[config.mk]
export PLATFORM = sky130hd
export DESIGN_NAME = patp_fetch_sequencer
export DESIGN_NICKNAME = d
export VERILOG_FILES = /design/src/rtl/patp_pkg.sv /design/src/rtl/patp_fetch_sequencer.sv
export SDC_FILE = /design/constraint.sdc
export NUM_CORES = 1
export LEC_CHECK = 0
export ABC_AREA = 1
export BUFFER_PORTS_ARGS = -buffer_cell sky130_fd_sc_hd__buf_4
export CORE_MARGIN = 5
export CORE_UTILIZATION = 41
export CTS_BUF_LIST = sky130_fd_sc_hd__clkbuf_8
export DETAILED_ROUTE_END_ITERATION = 10
export PLACE_DENSITY = 0.69
export SYNTH_ARGS = -nofsm -noshare
export SYNTH_HDL_FRONTEND = slang
export SYNTH_SLANG_ARGS = --single-unit
[constraint.sdc]
create_clock -name clk -period 1.3 [get_ports clk]
set_input_delay 0.26 -clock clk [delete_from_list [all_inputs] [get_ports clk]]
set_output_delay 0.26 -clock clk [all_outputs]
set_load 0.01 [all_outputs]
[src/rtl/patp_pkg.sv]
// Shared PATP definitions: datapath widths, opcode values and fetch-sequencer state encodings.
package patp_pkg;

  localparam int unsigned DATA_W   = 8;
  localparam int unsigned ADDR_W   = 5;
  localparam int unsigned OPCODE_W = DATA_W - ADDR_W;

  // Opcode field values held in ir[DATA_W-1 -: OPCODE_W]
  localparam logic [OPCODE_W-1:0] OP_MOVE = 3'd0;
  localparam logic [OPCODE_W-1:0] OP_ADD  = 3'd1;
  localparam logic [OPCODE_W-1:0] OP_SUB  = 3'd2;
  localparam logic [OPCODE_W-1:0] OP_BRA  = 3'd3;
  localparam logic [OPCODE_W-1:0] OP_BEQ  = 3'd4;
  localparam logic [OPCODE_W-1:0] OP_LOAD = 3'd5;
  localparam logic [OPCODE_W-1:0] OP_STOR = 3'd6;
  localparam logic [OPCODE_W-1:0] OP_HALT = 3'd7;

  typedef enum logic [2:0] {
    ST_IDLE  = 3'd0,
    ST_ADDR  = 3'd1,
    ST_READ  = 3'd2,
    ST_LATCH = 3'd3,
    ST_DONE  = 3'd4,
    ST_WAIT  = 3'd5
  } fetch_state_e;

  // States in which the sequencer reports itself busy
  function automatic logic is_busy_state(input fetch_state_e st);
    return (st == ST_ADDR) || (st == ST_READ) || (st == ST_LATCH) || (st == ST_DONE);
  endfunction

endpackage

[src/rtl/patp_fetch_sequencer.sv]
// Fetch-phase controller of the PATP core: reads the instruction at PC into IR, bumps PC,
// then pulses fetch_done to hand control to the execute stage.
module patp_fetch_sequencer #(
  parameter int unsigned DATA_W   = patp_pkg::DATA_W,
  parameter int unsigned ADDR_W   = patp_pkg::ADDR_W,
  parameter int unsigned OPCODE_W = patp_pkg::OPCODE_W,
  parameter logic [ADDR_W-1:0] RESET_PC = '0
) (
  input  logic                clk,
  input  logic                rst_n,
  input  logic                phase_exec,
  output logic                fetch_done,
  input  logic                pc_load,
  input  logic [ADDR_W-1:0]   pc_load_val,
  output logic                mem_req,
  output logic [ADDR_W-1:0]   mem_addr,
  input  logic [DATA_W-1:0]   mem_rdata,
  input  logic                mem_ack,
  output logic [DATA_W-1:0]   ir,
  output logic [OPCODE_W-1:0] opcode,
  output logic [ADDR_W-1:0]   operand,
  output logic [ADDR_W-1:0]   pc,
  output logic                busy
);
  import patp_pkg::*;

  fetch_state_e      state_q, state_d;
  logic [ADDR_W-1:0] pc_q, pc_d;
  logic [ADDR_W-1:0] mar_q, mar_d;
  logic [DATA_W-1:0] mbr_q, mbr_d;
  logic [DATA_W-1:0] ir_q, ir_d;
  logic              mem_req_q, mem_req_d;
  logic              fetch_done_q, fetch_done_d;
  logic              busy_q, busy_d;
  logic              load_ok;

  // State register
  always_ff @(posedge clk or negedge rst_n) begin
    if (!rst_n) begin
      state_q <= ST_IDLE;
    end else begin
      state_q <= state_d;
    end
  end

  // Next-state logic; WAIT holds until the phase flag has actually flipped to execute
  always_comb begin
    state_d = state_q;
    case (state_q)
      ST_IDLE:  if (!phase_exec) state_d = ST_ADDR;
      ST_ADDR:  state_d = ST_READ;
      ST_READ:  if (mem_ack) state_d = ST_LATCH;
      ST_LATCH: state_d = ST_DONE;
      ST_DONE:  state_d = ST_WAIT;
      ST_WAIT:  if (phase_exec) state_d = ST_IDLE;
      default:  state_d = ST_IDLE;
    endcase
  end

  // Branch loads only land while execute owns the core, so they never meet the increment
  assign load_ok = pc_load && phase_exec && ((state_q == ST_IDLE) || (state_q == ST_WAIT));

  // Datapath and output next values
  always_comb begin
    pc_d         = pc_q;
    mar_d        = mar_q;
    mbr_d        = mbr_q;
    ir_d         = ir_q;
    mem_req_d    = 1'b0;
    fetch_done_d = 1'b0;
    busy_d       = 1'b0;

    if (load_ok) begin
      pc_d = pc_load_val;
    end

    case (state_q)
      ST_ADDR:  mar_d = pc_q;
      ST_READ:  if (mem_ack) mbr_d = mem_rdata;
      ST_LATCH: begin
        ir_d = mbr_q;
        pc_d = pc_q + ADDR_W'(1);
      end
      default: ;
    endcase

    // Outputs are registered from the upcoming state so they line up with it cycle-for-cycle
    mem_req_d    = (state_d == ST_READ);
    fetch_done_d = (state_d == ST_DONE);
    busy_d       = is_busy_state(state_d);
  end

  // Datapath and output registers
  always_ff @(posedge clk or negedge rst_n) begin
    if (!rst_n) begin
      pc_q         <= RESET_PC;
      mar_q        <= '0;
      mbr_q        <= '0;
      ir_q         <= '0;
      mem_req_q    <= 1'b0;
      fetch_done_q <= 1'b0;
      busy_q       <= 1'b0;
    end else begin
      pc_q         <= pc_d;
      mar_q        <= mar_d;
      mbr_q        <= mbr_d;
      ir_q         <= ir_d;
      mem_req_q    <= mem_req_d;
      fetch_done_q <= fetch_done_d;
      busy_q       <= busy_d;
    end
  end

  assign fetch_done = fetch_done_q;
  assign mem_req    = mem_req_q;
  assign mem_addr   = mar_q;
  assign ir         = ir_q;
  assign opcode     = ir_q[DATA_W-1 -: OPCODE_W];
  assign operand    = ir_q[ADDR_W-1:0];
  assign pc         = pc_q;
  assign busy       = busy_q;

endmodule

==> metrics.cfg <==
[critical_path]
cp.arrival_ns=0.96
crit_required_ns=1.04
cp_max_fo=6
r2r_setup_slack_ns=0.08
critPathKind=register to primary output
r2r_cells=6
r2r-end=pc[2]$_DFFE_PN0P_
crit_path_start_kind=register
rr_startpoint=pc[0]$_DFFE_PN0P_
end_kind=primary output

[yosys]
synth_top_family_by_area=simple AND/OR/NAND/NOR gates
synthXorXnorAreaFrac_pct=0
synthMuxAreaShare_pct=0
ys.flop_type=dfrtp_1
synth_fp_nets=181
synth-seq-cells=32
synth-simple-area-share_pct=21.62
yosysSeqAreaShare_pct=54.47
synth_commonest_cells=nand2_1, dfrtp_1, inv_1, nand3_1, nor2_1
synthTopCellsByArea=dfrtp_1, nand2_1, nand3_1
synth.most_common_cell=nand2_1
avgSynthCellArea_sq_um=9.075
syn_inst=162
yosysTopAreaCell=dfrtp_1
synth-adder-area-share_pct=0.8511
synth_edf_count=0
ys_async_sr_fraction_pct=100.0
yosysWarnings=0
synth_compound_area_share_pct=10.81
netlist_area_sq_um=1470
synth_cell_type_count=22
synth_top_area_share_pct=54.47

[floorplanning]
chipWidth_um=69.88
die_area_sq_um=4883
dieHeight_um=69.88
design.core.area_sq_um=3416
start_util_pct=43.04
num_io_pins=47
num_rows=21

[detailed_routing]
wl_um=3046
route.vias.total=1196
drt-wirelength-per-cell_um=11.95
drc_errors=0
ant_nets=0
firstDrtPassIters=4
drt_iter0_markers=59
vias_per_cell=4.690

[finish]
multiInputGateArea_sq_um=501.7
fillers=316
antennaDiodeCount=0
drive_above_1_share_pct=36.84
regArea_sq_um=803.3
syn2layout_area_growth_pct=31.06
num-nets-final=228

[pwr]
p_switching_mw=1.822
power.total_mw=4.674
seq_power_share_pct=37.9
power.density_nw_per_um2=2426
leakage_nw=1.030
peakVddDrop_mv=0.9664
pwr-share-comb_pct=47.4
internal-power_mw=2.852
p_sw_share_pct=38.99
p_clk_share_pct=14.7

[place]
port_buffers=46
gp_congestion=0.8582
dp_hpwl_um=2280

[outcome]
outcome=complete, no violations

[clock_network]
clk_pin_slew_ns=0.06
cts_buffer_depth=2
cts-root-buf=clkbuf_8
htree_levels=2
tritoncts=done
cts.sinks=32
clock_latency_ns=0.28
cts_inserted_buffers=5

[global_routing]
grt_usage_pct=13.12
antenna_found_initial=0
grt-ovfl-total=0
grt_pass1_wl_um=5092
grt_start_max_net_pins=33
grt_pass1_vias=1129

[timing]
rsz0062_at_grt=no
fin_skew_ns=0.006110
post-route-min-period_ns=1.224
fmax_mhz=817.3
maxSlewHeadroom_pct=73.69
period_share_pct=94.12
worstMarginPinSlew_ns=0.3946
drv_slew=0
setup-tns-final_ns=0
setup_viol=0
hold_viol_final=0

[run]
maxCapViolCount=0

[worst_hold_path]
holdPathStages=2
hold_end=busy$_DFF_PN0_
hold_path.class=input port to register
hold_path_startpoint=phase_exec

==> state kept, by name, indices dropped and copies added (netlist names) <==
signal / cells
busy: 1
fetch_done: 1
ir: 8
mbr_q: 8
mem_addr: 5
mem_req: 1
pc: 5
state_q: 3
==> layout make-up <==
class,count,share of cell area (%)
repair buffers,52,21.04
clock buffers,5,3.571
multi-input cells,97,26.04
clock inverters,2,0.4545
inverters,21,4.221
flip-flops and latches,32,41.69
well taps,46,2.987
==> layer usage <==
metal / vias up / track usage, % / wire length (um)
met5: - / 0 / 0
met4: 0 / 6.596 / 76
met3: 7 / 5.308 / 186
met2: 29 / 20.67 / 1507
met1: 560 / 15.41 / 1275
li1: 600 / - / -
==> worst max-delay path: stages, from the launching register on <==
cell and delay, ns:
dfrtp_1 0.39, buf_4 0.16, buf_4 0.14
==> power groups by stage <==
stage | clock [mW] | combinational, mW | sequential (mW)
2_1_floorplan | 0 | 1.24 | 1.90
3_3_place_gp | 0 | 2.16 | 1.75
3_5_place_dp | 0 | 2.20 | 1.78
4_1_cts | 0.719 | 2.20 | 1.77
5_1_grt | 0.759 | 2.47 | 1.83
6_report | 0.689 | 2.22 | 1.77
==> stage by stage <==
step           worst slack, ns  util (%)  cell area, sq um  hold WS, ns  instances
3_5_place_dp          0.005873     53.19              1817       0.2199        246
3_3_place_gp           0.07542     53.19              1817       0.2165        246
6_report               0.07646     56.41              1927       0.2099        255
5_1_grt                0.01386     56.41              1927       0.2004        255
4_1_cts                0.01731     55.75              1904       0.2088        254
2_1_floorplan          0.02794         -              1470     -0.03559        162
==> worst max path at each step <==
stage	from	end	slack [ns]	cells after the start
after detailed placement	state_q[2]$_DFF_PN0_	mem_req$_DFF_PN0_	0.006	4
after global placement	state_q[2]$_DFF_PN0_	mem_req$_DFF_PN0_	0.08	5
after CTS	state_q[2]$_DFF_PN0_	mem_req$_DFF_PN0_	0.02	4
after global routing	state_q[0]$_DFF_PN0_	pc[1]$_DFFE_PN0P_	0.01	7
final	pc[0]$_DFFE_PN0P_	pc[0]	0.08	2
after floorplan	pc[0]$_DFFE_PN0P_	pc[2]$_DFFE_PN0P_	0.03	6
==> kinds of logic after synthesis <==
logic type | count (synthesis)
buf+inv | 33
compound gates | 25
simple gates | 71
fa+ha+maj | 1
flops | 32
==> cells in the final DEF (no fill, tap or decap) <==
master / n
dlygate4sd3_1: 1
dfrtp_2: 2
a21oi_1: 8
clkinv_2: 1
clkbuf_8: 5
buf_4: 50
nand2_2: 3
nor2_2: 1
or2_2: 1
nor2_1: 12
dfrtp_1: 30
nand4_1: 2
o21ai_2: 8
nand3_4: 1
o21ai_1: 1
o21ai_0: 6
nand3_2: 1
nor2_4: 1
a31oi_1: 1
inv_2: 1
nand2_1: 34
o211ai_1: 1
inv_1: 20
buf_12: 1
ha_1: 1
inv_4: 1
nand3_1: 15
==> timing repair <==
action,CTS,global route
buffers inserted,0,1
setup endpoints to repair,0,15
hold buffers,1,0
endpoints found under the hold margin,32,0
gates resized for setup,0,5
Power figures use the tool's default switching activity.
